===== config.mk =====
export PLATFORM = sky130hd
export DESIGN_NAME = vec_cmd_issuer
export DESIGN_NICKNAME = d
export VERILOG_FILES = /design/src/rtl/vec_cmd_issuer.sv
export SDC_FILE = /design/constraint.sdc
export NUM_CORES = 1
export LEC_CHECK = 0
export ABC_AREA = 1
export ABC_CLOCK_PERIOD_IN_PS = 8400
export CAP_MARGIN = 20
export CELL_PAD_IN_SITES_DETAIL_PLACEMENT = 1
export CELL_PAD_IN_SITES_GLOBAL_PLACEMENT = 2
export CORE_UTILIZATION = 37
export DETAILED_ROUTE_END_ITERATION = 8
export GPL_TIMING_DRIVEN = 0
export PLACE_DENSITY_LB_ADDON = 0.1
export SLEW_MARGIN = 30
export SYNTH_ARGS = -nofsm -noshare
export SYNTH_HDL_FRONTEND = slang
export SYNTH_SLANG_ARGS = --single-unit

===== constraint.sdc =====
create_clock -name clk_i -period 8.4 [get_ports clk_i]
set_input_delay 1.68 -clock clk_i [delete_from_list [all_inputs] [get_ports clk_i]]
set_output_delay 1.68 -clock clk_i [all_outputs]
set_load 0.05 [all_outputs]

===== src/rtl/vec_cmd_issuer.sv =====
// Host-to-accelerator command issuer: buffers host commands in a small FIFO, hands them to the
// vector accelerator one at a time and returns read data through a single-entry response slot.
module vec_cmd_issuer #(
  parameter int unsigned els_p        = 8,
  parameter int unsigned vlen_p       = 8,
  parameter int unsigned vdw_p        = 8,
  parameter int unsigned fifo_depth_p = 4,
  localparam int unsigned aw = (els_p > 1) ? $clog2(els_p) : 1,
  localparam int unsigned dw = vlen_p * vdw_p
) (
  input  logic             clk_i,
  input  logic             reset_i,
  input  logic             cmd_v_i,
  output logic             cmd_ready_o,
  input  logic [3:0]       cmd_op_i,
  input  logic [aw-1:0]    cmd_addrA_i,
  input  logic [aw-1:0]    cmd_addrB_i,
  input  logic [aw-1:0]    cmd_addrD_i,
  input  logic [vdw_p-1:0] cmd_scalar_i,
  input  logic [dw-1:0]    cmd_data_i,
  output logic [3:0]       op_o,
  output logic [aw-1:0]    addrA_o,
  output logic [aw-1:0]    addrB_o,
  output logic [aw-1:0]    addrD_o,
  output logic [vdw_p-1:0] scalar_o,
  output logic [dw-1:0]    w_data_o,
  output logic             acc_v_o,
  input  logic             acc_ready_i,
  input  logic             acc_done_i,
  input  logic [dw-1:0]    acc_data_i,
  output logic             acc_yumi_o,
  output logic             resp_v_o,
  output logic [dw-1:0]    resp_data_o,
  input  logic             resp_yumi_i,
  output logic             err_o,
  output logic [7:0]       issued_o,
  output logic [7:0]       completed_o
);

  localparam int unsigned iw = (fifo_depth_p > 1) ? $clog2(fifo_depth_p) : 1;
  localparam logic [iw:0] PtrOne = 1;
  localparam logic [3:0]  OpRead = 4'b1000;

  typedef enum logic [1:0] {StIdle, StIssue, StWait} state_e;

  state_e           state_q;
  logic [iw:0]      wr_ptr_q, rd_ptr_q;
  logic [7:0]       issued_q, completed_q;
  logic             err_q;
  logic             resp_v_q;
  logic [dw-1:0]    resp_data_q;

  logic [3:0]       mem_op     [fifo_depth_p];
  logic [aw-1:0]    mem_a      [fifo_depth_p];
  logic [aw-1:0]    mem_b      [fifo_depth_p];
  logic [aw-1:0]    mem_d      [fifo_depth_p];
  logic [vdw_p-1:0] mem_scalar [fifo_depth_p];
  logic [dw-1:0]    mem_data   [fifo_depth_p];

  logic [iw-1:0]    wr_idx, rd_idx;
  logic             empty, full, legal, enq, bad_cmd;
  logic             head_is_read, slot_free, pop;

  assign wr_idx = wr_ptr_q[iw-1:0];
  assign rd_idx = rd_ptr_q[iw-1:0];

  // The extra MSB distinguishes full from empty when the index bits match.
  assign empty = (wr_ptr_q == rd_ptr_q);
  assign full  = (wr_ptr_q[iw] != rd_ptr_q[iw]) && (wr_idx == rd_idx);

  always_comb begin
    legal = 1'b0;
    unique case (cmd_op_i)
      4'b0000, 4'b0001, 4'b0010, 4'b0100, 4'b0101,
      4'b0110, 4'b1000, 4'b1001, 4'b1111: legal = 1'b1;
      default:                            legal = 1'b0;
    endcase
  end

  assign cmd_ready_o = ~full;
  assign enq         = cmd_v_i & ~full & legal;
  assign bad_cmd     = cmd_v_i & ~full & ~legal;

  assign head_is_read = (mem_op[rd_idx] == OpRead);
  assign slot_free    = ~resp_v_q | resp_yumi_i;

  assign acc_v_o    = (state_q == StIssue) & acc_ready_i;
  assign acc_yumi_o = (state_q == StWait) & head_is_read & acc_done_i & slot_free;
  assign pop        = (state_q == StWait) & acc_done_i & (~head_is_read | slot_free);

  // Head fields stay put from issue until pop; the accelerator samples them throughout.
  assign op_o     = empty ? '0 : mem_op[rd_idx];
  assign addrA_o  = empty ? '0 : mem_a[rd_idx];
  assign addrB_o  = empty ? '0 : mem_b[rd_idx];
  assign addrD_o  = empty ? '0 : mem_d[rd_idx];
  assign scalar_o = empty ? '0 : mem_scalar[rd_idx];
  assign w_data_o = empty ? '0 : mem_data[rd_idx];

  assign resp_v_o    = resp_v_q;
  assign resp_data_o = resp_data_q;
  assign err_o       = err_q;
  assign issued_o    = issued_q;
  assign completed_o = completed_q;

  always_ff @(posedge clk_i) begin
    if (enq) begin
      mem_op[wr_idx]     <= cmd_op_i;
      mem_a[wr_idx]      <= cmd_addrA_i;
      mem_b[wr_idx]      <= cmd_addrB_i;
      mem_d[wr_idx]      <= cmd_addrD_i;
      mem_scalar[wr_idx] <= cmd_scalar_i;
      mem_data[wr_idx]   <= cmd_data_i;
    end
  end

  always_ff @(posedge clk_i or negedge reset_i) begin
    if (!reset_i) begin
      state_q     <= StIdle;
      wr_ptr_q    <= '0;
      rd_ptr_q    <= '0;
      issued_q    <= '0;
      completed_q <= '0;
      err_q       <= 1'b0;
      resp_v_q    <= 1'b0;
      resp_data_q <= '0;
    end else begin
      if (enq)     wr_ptr_q <= wr_ptr_q + PtrOne;
      if (bad_cmd) err_q    <= 1'b1;
      if (acc_v_o) issued_q <= issued_q + 8'd1;

      if (pop) begin
        rd_ptr_q    <= rd_ptr_q + PtrOne;
        completed_q <= completed_q + 8'd1;
      end

      if (acc_yumi_o) begin
        resp_v_q    <= 1'b1;
        resp_data_q <= acc_data_i;
      end else if (resp_v_q && resp_yumi_i) begin
        resp_v_q <= 1'b0;
      end

      unique case (state_q)
        StIdle:  if (!empty)     state_q <= StIssue;
        StIssue: if (acc_ready_i) state_q <= StWait;
        StWait:  if (pop)        state_q <= StIdle;
        default:                 state_q <= StIdle;
      endcase
    end
  end

endmodule


==> impl_metrics.yaml, run 1 <==
worst_setup_path:
  rr_endpoint: "mem_data[0][26]$_DFFE_PP_"
  reg2reg_from: "rd_ptr_q[0]$_DFFE_PN0P_"
  criticalPathCategory: "input pin to output pin"
  r2r_setup_slack_ns: 5.14
  endpoint_kind: "output pin"
  cp_max_fo: 10
  critPathLaunchType: "input pin"
  critPathRequiredTime_ns: 6.72
  worstRegToRegCells: 11
  cp.arrival_ns: 3.99
cts:
  insertion_delay_ns: 0.59
  numCtsBuffers: 47
  cts.clk_slew.worst_paths_ns: 0.06
  cts.sinks: 430
  postCtsResizedCells: 0
  cts_hold_buf: 0
  cts_buffer_depth: 3
  cts_tree: "done"
  cts_htree_levels: 2
  cts_setup_buffers: 0
  root_buffer: "clkbuf_16"
global_route:
  grt_overflow: 0
  grt_pass1_vias: 13200
  grt_max_degree: 62
  groute.usage.overall_pct: 21.88
  antenna_found_initial: 5
  grt_pass1_wl_um: 78570
floorplan:
  die-area_um2: 47550
  core_um2: 45670
  num_rows: 78
  die_y_um: 218.1
  ios: 325
  die_x_um: 218.1
  floorplan.initialDensity_pct: 37.82
timing:
  finalCriticalPeriod_ns: 5.673
  rsz0062_at_grt: "no"
  max_freq_mhz: 176.3
  fin_skew_ns: 0.01283
  relSlewSlack_pct: 48.68
  tns_ns: 0
  tightestPinTransition_ns: 0.7699
  layout_setup_ws_ns: 2.727
  hold_viol_final: 0
  hold_slack_ns: 0.4691
  setup_viol: 0
  drv_slew: 0
  period_share_pct: 67.54
place:
  place_congestion: 0.7665
  dp_hpwl_um: 36140
  dp_slack_ns: 2.634
  io_buffers: 324
power_and_ir_drop:
  power_leakage_nw: 9.282
  internal_power_mw: 5.339
  combPwrFrac_pct: 50.5
  power_density_nw_per_um2: 417.9
  ir_drop_mv: 0.2908
  p_sw_mw: 4.461
  power_frac_seq_pct: 28.7
  clkPwrFrac_pct: 20.9
  netSwitchingFraction_pct: 45.52
final_layout:
  area_growth_syn_to_layout_pct: 35.75
  finalNetCount: 2034
  multi_input_area_um2: 3963
  fill_cells: 4789
  final-seq-area_um2: 12460
  drive_gt1_share_pct: 7.229
yosys:
  synth_area_um2: 17270
  yosysWarnings: 0
  postSynthCellCount: 1475
  seq_area_frac_synth_pct: 72.15
  synthMostInstantiatedCell: "edfxtp_1"
  synth_flop_cell: "edfxtp_1"
  ys_types: 26
  synthArstFlopShare_pct: 20.93
  ys_top_cells_by_count: "edfxtp_1 (340), nand2_1 (286), nor2_1 (175)"
  synth_nets: 1637
  synth.area.top_cells: "edfxtp_1 (59%), dfrtp_1 (13%), nand2_1 (6.2%), o21ai_0 (4.7%), nor2_1 (3.8%)"
  synth_edf_count: 340
  synth_largest_area_cell: "edfxtp_1"
  synth_top_area_share_pct: 59.11
  synth_seq_cells: 430
  syn-mean-instance-area_um2: 11.71
routing:
  first_pass_iters: 4
  postRouteAntennaNets: 0
  wire_per_inst_um: 20.85
  viasPerCell: 5.080
  wl_um: 52360
  vias: 12757
  drt_iter0_drc: 882
  drc: 0
min_path:
  whs_endpoint: "resp_data_o[7]$_DFFE_PN0P_"
  worstHoldStart: "resp_data_o[7]$_DFFE_PN0P_"
  hold_depth: 2
  holdCritPathClass: "flip-flop to flip-flop"
flow_run:
  max-cap-violations: 0
status:
  status: "completed"
power groups by stage:
| stage | registers (mW) | clock network [mW] | logic (mW) |
|---|---|---|---|
| floorplan | 3.19 | 0 | 2.71 |
| global placement | 2.91 | 0 | 4.82 |
| detailed placement | 2.85 | 0 | 4.99 |
| CTS | 2.81 | 2.09 | 5.02 |
| global route | 2.84 | 2.17 | 5.25 |
| finish | 2.81 | 2.05 | 4.94 |
routing by layer:
layer	share of wire (%)	vias up	global-route usage [%]
met2	50	360	37.35
met3	4.9	74	4.128
met4	2.2	6	6.131
met5	0.084	-	0
met1	43	6379	28.29
li1	-	5938	-
registers in the layout (all words and copies together) (netlist names):
signal / cells
rd_ptr_q: 3
issued_o: 8
state_q: 2
mem_a: 12
mem_d: 12
mem_scalar: 32
resp_v_o: 1
mem_op: 16
completed_o: 8
mem_data: 256
resp_data_o: 64
err_o: 1
wr_ptr_q: 3
mem_b: 12
cell usage in the layout (no fill, tap or decap), drive strengths merged, types with 3 or more instances in the layout:
| cell | synthesis | layout |
|---|---|---|
| o22ai | 81 | 81 |
| xor2 | 12 | 12 |
| dfrtp | 90 | 90 |
| o21ai | 163 | 163 |
| a21oi | 3 | 3 |
| clkbuf | 59 | 118 |
| nand4 | 65 | 65 |
| ha | 7 | 7 |
| nand2 | 286 | 286 |
| nand3 | 33 | 33 |
| edfxtp | 340 | 340 |
| nor2 | 176 | 176 |
| bufinv | 0 | 3 |
| clkdlybuf4s50 | 0 | 323 |
| clkinv | 0 | 23 |
| xnor2 | 5 | 5 |
| inv | 112 | 113 |
| buf | 37 | 62 |
area by class of cell:
type / instances / area share, %
sequential: 430 / 53.15
multi-input combinational: 837 / 16.90
timing repair buffer: 348 / 16.41
clock buffer: 59 / 5.566
tap: 600 / 3.202
buffer: 96 / 1.953
inverter: 112 / 1.793
clock inverter: 27 / 1.009
antenna: 2 / 0.02134
worst max path at each step:
stage / start / end / slack [ns] / depth (start not counted)
floorplan: cmd_op_i[0] / mem_a[3][0]$_DFFE_PP_ / 2.08 / 6
global placement: cmd_op_i[2] / mem_data[3][25]$_DFFE_PP_ / -2.18 / 7
detailed placement: acc_done_i / acc_yumi_o / 2.63 / 7
CTS: acc_done_i / acc_yumi_o / 2.63 / 7
global route: acc_done_i / acc_yumi_o / 2.57 / 7
finish: acc_done_i / acc_yumi_o / 2.73 / 7
logic make-up after synthesis:
kind of cell             synth area share [%]
AO/OA/AOI/OAI                           7.831
flip-flops                              72.15
buffers and inverters                   5.085
AND/OR/NAND/NOR                         13.57
adder cells (fa/ha/maj)                0.5070
XOR/XNOR                               0.8620
critical path, stage by stage:
cell and delay (ns):
clkdlybuf4s50_1 0.46, nor3b_2 0.39, nand3_1 0.26, buf_6 0.22, buf_6 0.14, inv_1 0.05, clkdlybuf4s50_1 0.79
per-stage QoR:
| stage | cells | power [mW] | util [%] | instance area (um^2) |
|---|---|---|---|---|
| 2_1_floorplan | 1475 | 5.896 | - | 17270 |
| 3_3_place_gp | 2399 | 7.729 | 46.56 | 21270 |
| 3_5_place_dp | 2423 | 7.841 | 47.95 | 21900 |
| 4_1_cts | 2509 | 9.917 | 51.33 | 23440 |
| 5_1_grt | 2510 | 10.26 | 51.33 | 23450 |
| 6_report | 2511 | 9.800 | 51.34 | 23450 |
No activity file was read; power rests on OpenSTA's default activity.
==> run 2, diff against run 1 <==
--- a/config.mk
+++ b/config.mk
@@ -6,11 +6,11 @@
 export NUM_CORES = 1
 export LEC_CHECK = 0
 export ABC_AREA = 1
-export ABC_CLOCK_PERIOD_IN_PS = 8400
+export ABC_CLOCK_PERIOD_IN_PS = 5700
 export CAP_MARGIN = 20
 export CELL_PAD_IN_SITES_DETAIL_PLACEMENT = 1
 export CELL_PAD_IN_SITES_GLOBAL_PLACEMENT = 2
-export CORE_UTILIZATION = 37
+export CORE_UTILIZATION = 34
 export DETAILED_ROUTE_END_ITERATION = 8
 export GPL_TIMING_DRIVEN = 0
 export PLACE_DENSITY_LB_ADDON = 0.1
==> constraint.sdc (replaced) <==
create_clock -name clk_i -period 5.7 [get_ports clk_i]
set_input_delay 1.14 -clock clk_i [delete_from_list [all_inputs] [get_ports clk_i]]
set_output_delay 1.14 -clock clk_i [all_outputs]
set_load 0.05 [all_outputs]
==> run 2 against run 1 <==
Against the previous run: die area is 8.7% higher; power is 48% higher; final cell count is 2.8% higher; worst hold slack worse by 0.0049 ns; count of clock-buffer cells in the layout is 6 higher; core utilization is 4.4 points lower; cell area is 0.49% higher; critical path depth is 1 higher; sequential share of layout area is 0.26 points lower; wire length is 0.26% lower; flip-flop and latch count stayed put; critical path type is now flip-flop to output pin.
==> impl_metrics.yaml, run 2 (synthesis results as in run 1) <==
global_route:
  grt_max_degree: 58
  grt_pass1_wl_um: 78430
  antenna_found_initial: 7
  grt_overflow: 0
  groute.usage.overall_pct: 20.18
  grt_pass1_vias: 13026
floorplan:
  floorplan.initialDensity_pct: 34.43
  ios: 325
  die-area_um2: 51710
  num_rows: 82
  core_um2: 50170
  die_y_um: 227.4
  die_x_um: 227.4
power_and_ir_drop:
  netSwitchingFraction_pct: 45.07
  clkPwrFrac_pct: 21.6
  p_sw_mw: 6.548
  combPwrFrac_pct: 50.0
  ir_drop_mv: 0.4065
  power_leakage_nw: 9.296
  internal_power_mw: 7.980
  power_frac_seq_pct: 28.5
  power_density_nw_per_um2: 616.6
routing:
  wl_um: 52220
  first_pass_iters: 5
  drt_iter0_drc: 679
  wire_per_inst_um: 20.22
  drc: 0
  vias: 12548
  postRouteAntennaNets: 0
  viasPerCell: 4.860
final_layout:
  largest_register_ffs: 256
  drive_gt1_share_pct: 7.338
  area_growth_syn_to_layout_pct: 36.41
  final_common_cell: "edfxtp_1"
  finalNetCount: 2033
  top_register: "mem_data"
  layout_common_cells: "edfxtp_1 (340), clkdlybuf4s50_1 (323), nand2_1 (286), nor2_1 (171), o21ai_0 (163)"
min_path:
  holdCritPathClass: "input pin to asynchronous set/reset pin"
timing:
  rsz0062_at_grt: "no"
  drv_slew: 0
  layout_setup_ws_ns: 0.8446
  tns_ns: 0
  fin_skew_ns: 0.01933
  period_share_pct: 85.18
  max_freq_mhz: 206.0
  hold_viol_final: 0
  finalCriticalPeriod_ns: 4.855
  tightestPinTransition_ns: 0.7633
  relSlewSlack_pct: 49.11
  setup_viol: 0
worst_setup_path:
  reg2reg_from: "rd_ptr_q[0]$_DFFE_PN0P_"
  cp_max_fo: 10
  critPathLaunchType: "flip-flop"
  critPathLaunch: "rd_ptr_q[1]$_DFFE_PN0P_"
  critPathRequiredTime_ns: 4.56
  rr_endpoint: "mem_scalar[0][4]$_DFFE_PP_"
  r2r_setup_slack_ns: 2.81
  endpoint_kind: "output pin"
  worstRegToRegCells: 9
  cp.arrival_ns: 3.72
  criticalPathCategory: "flip-flop to output pin"
  crit_end: "w_data_o[53]"
status:
  status: "completed"
cts:
  cts_buffer_depth: 3
  insertion_delay_ns: 0.58
  cts.clk_slew.worst_paths_ns: 0.05
  cts_htree_levels: 2
  cts_setup_buffers: 0
  cts_tree: "done"
  root_buffer: "clkbuf_16"
  cts.sinks: 430
  numCtsBuffers: 49
  postCtsResizedCells: 0
  cts_hold_buf: 0
place:
  place_congestion: 0.7550
  io_buffers: 324
  dp_hpwl_um: 36250
  dp_slack_ns: 1.021
flow_run:
  max-cap-violations: 0
[run 2: cell types whose count changed in the layout (fill, tap and decap cells not counted), moves of 2 or more]
cell,delta
clkbuf_8,+2
clkinv_1,-7
buf_8,-4
clkbuf_1,+4
bufinv_16,+2
[run 2: area by class of cell]
| type | instances | area [um^2] |
|---|---|---|
| tap | 672 | 840.8 |
| fill | 5304 | 26610 |
| clock inverter | 23 | 250.2 |
| inverter | 112 | 420.4 |
| sequential | 430 | 12460 |
| clock buffer | 65 | 1348 |
| antenna | 2 | 5.005 |
| timing repair buffer | 345 | 3815 |
| buffer | 96 | 457.9 |
| multi-input combinational | 837 | 3963 |
[run 2: worst min-delay path by stage]
stage	start	cells after the start	to	slack, ns
detailed placement	resp_data_o[14]$_DFFE_PN0P_	2	resp_data_o[14]$_DFFE_PN0P_	0.46
global route	reset_i	1	issued_o[5]$_DFFE_PN0P_	0.47
finish	reset_i	1	issued_o[2]$_DFFE_PN0P_	0.46
global placement	resp_data_o[35]$_DFFE_PN0P_	2	resp_data_o[35]$_DFFE_PN0P_	0.45
CTS	reset_i	1	issued_o[6]$_DFFE_PN0P_	0.44
floorplan	state_q[1]$_DFFE_PN0P_	2	state_q[0]$_DFFE_PN0P_	0.49
[run 2: metal layers]
layer | wire [um] | vias up | share of wire (%) | GRT usage, %
met2 | 25290 | 282 | 48 | 33.45
li1 | - | 5933 | - | -
met3 | 2654 | 80 | 5.1 | 3.924
met4 | 1406 | 8 | 2.7 | 6.993
met5 | 44 | - | 0.084 | 0
met1 | 22820 | 6245 | 44 | 26.36
[run 2: through the flow]
stage	hold slack, ns	total power, mW	std cells	utilization (%)	cell area, um^2
after floorplan	0.4862	8.682	1475	-	17280
after global placement	0.4526	11.41	2471	42.57	21360
after detailed placement	0.4580	11.55	2492	43.77	21960
after CTS	0.4422	14.75	2580	46.95	23560
after global routing	0.4672	15.27	2580	46.95	23560
final	0.4642	14.53	2582	46.96	23560
[run 2: power by group through the flow]
| stage | clock network [mW] | logic [mW] | registers [mW] |
|---|---|---|---|
| after floorplan | 0 | 3.99 | 4.69 |
| after global placement | 0 | 7.12 | 4.28 |
| after detailed placement | 0 | 7.36 | 4.20 |
| after CTS | 3.22 | 7.38 | 4.14 |
| after global routing | 3.32 | 7.76 | 4.18 |
| final | 3.13 | 7.26 | 4.13 |
[run 2: worst max-delay path, stage by stage, from the launching register on]
cell and delay (ns):
dfrtp_1 0.36, buf_4 0.19, clkbuf_1 0.60, clkbuf_1 0.47
o21ai_0 0.17, o22ai_1 0.33, nand2_1 0.12, inv_1 0.07
clkdlybuf4s50_1 0.82
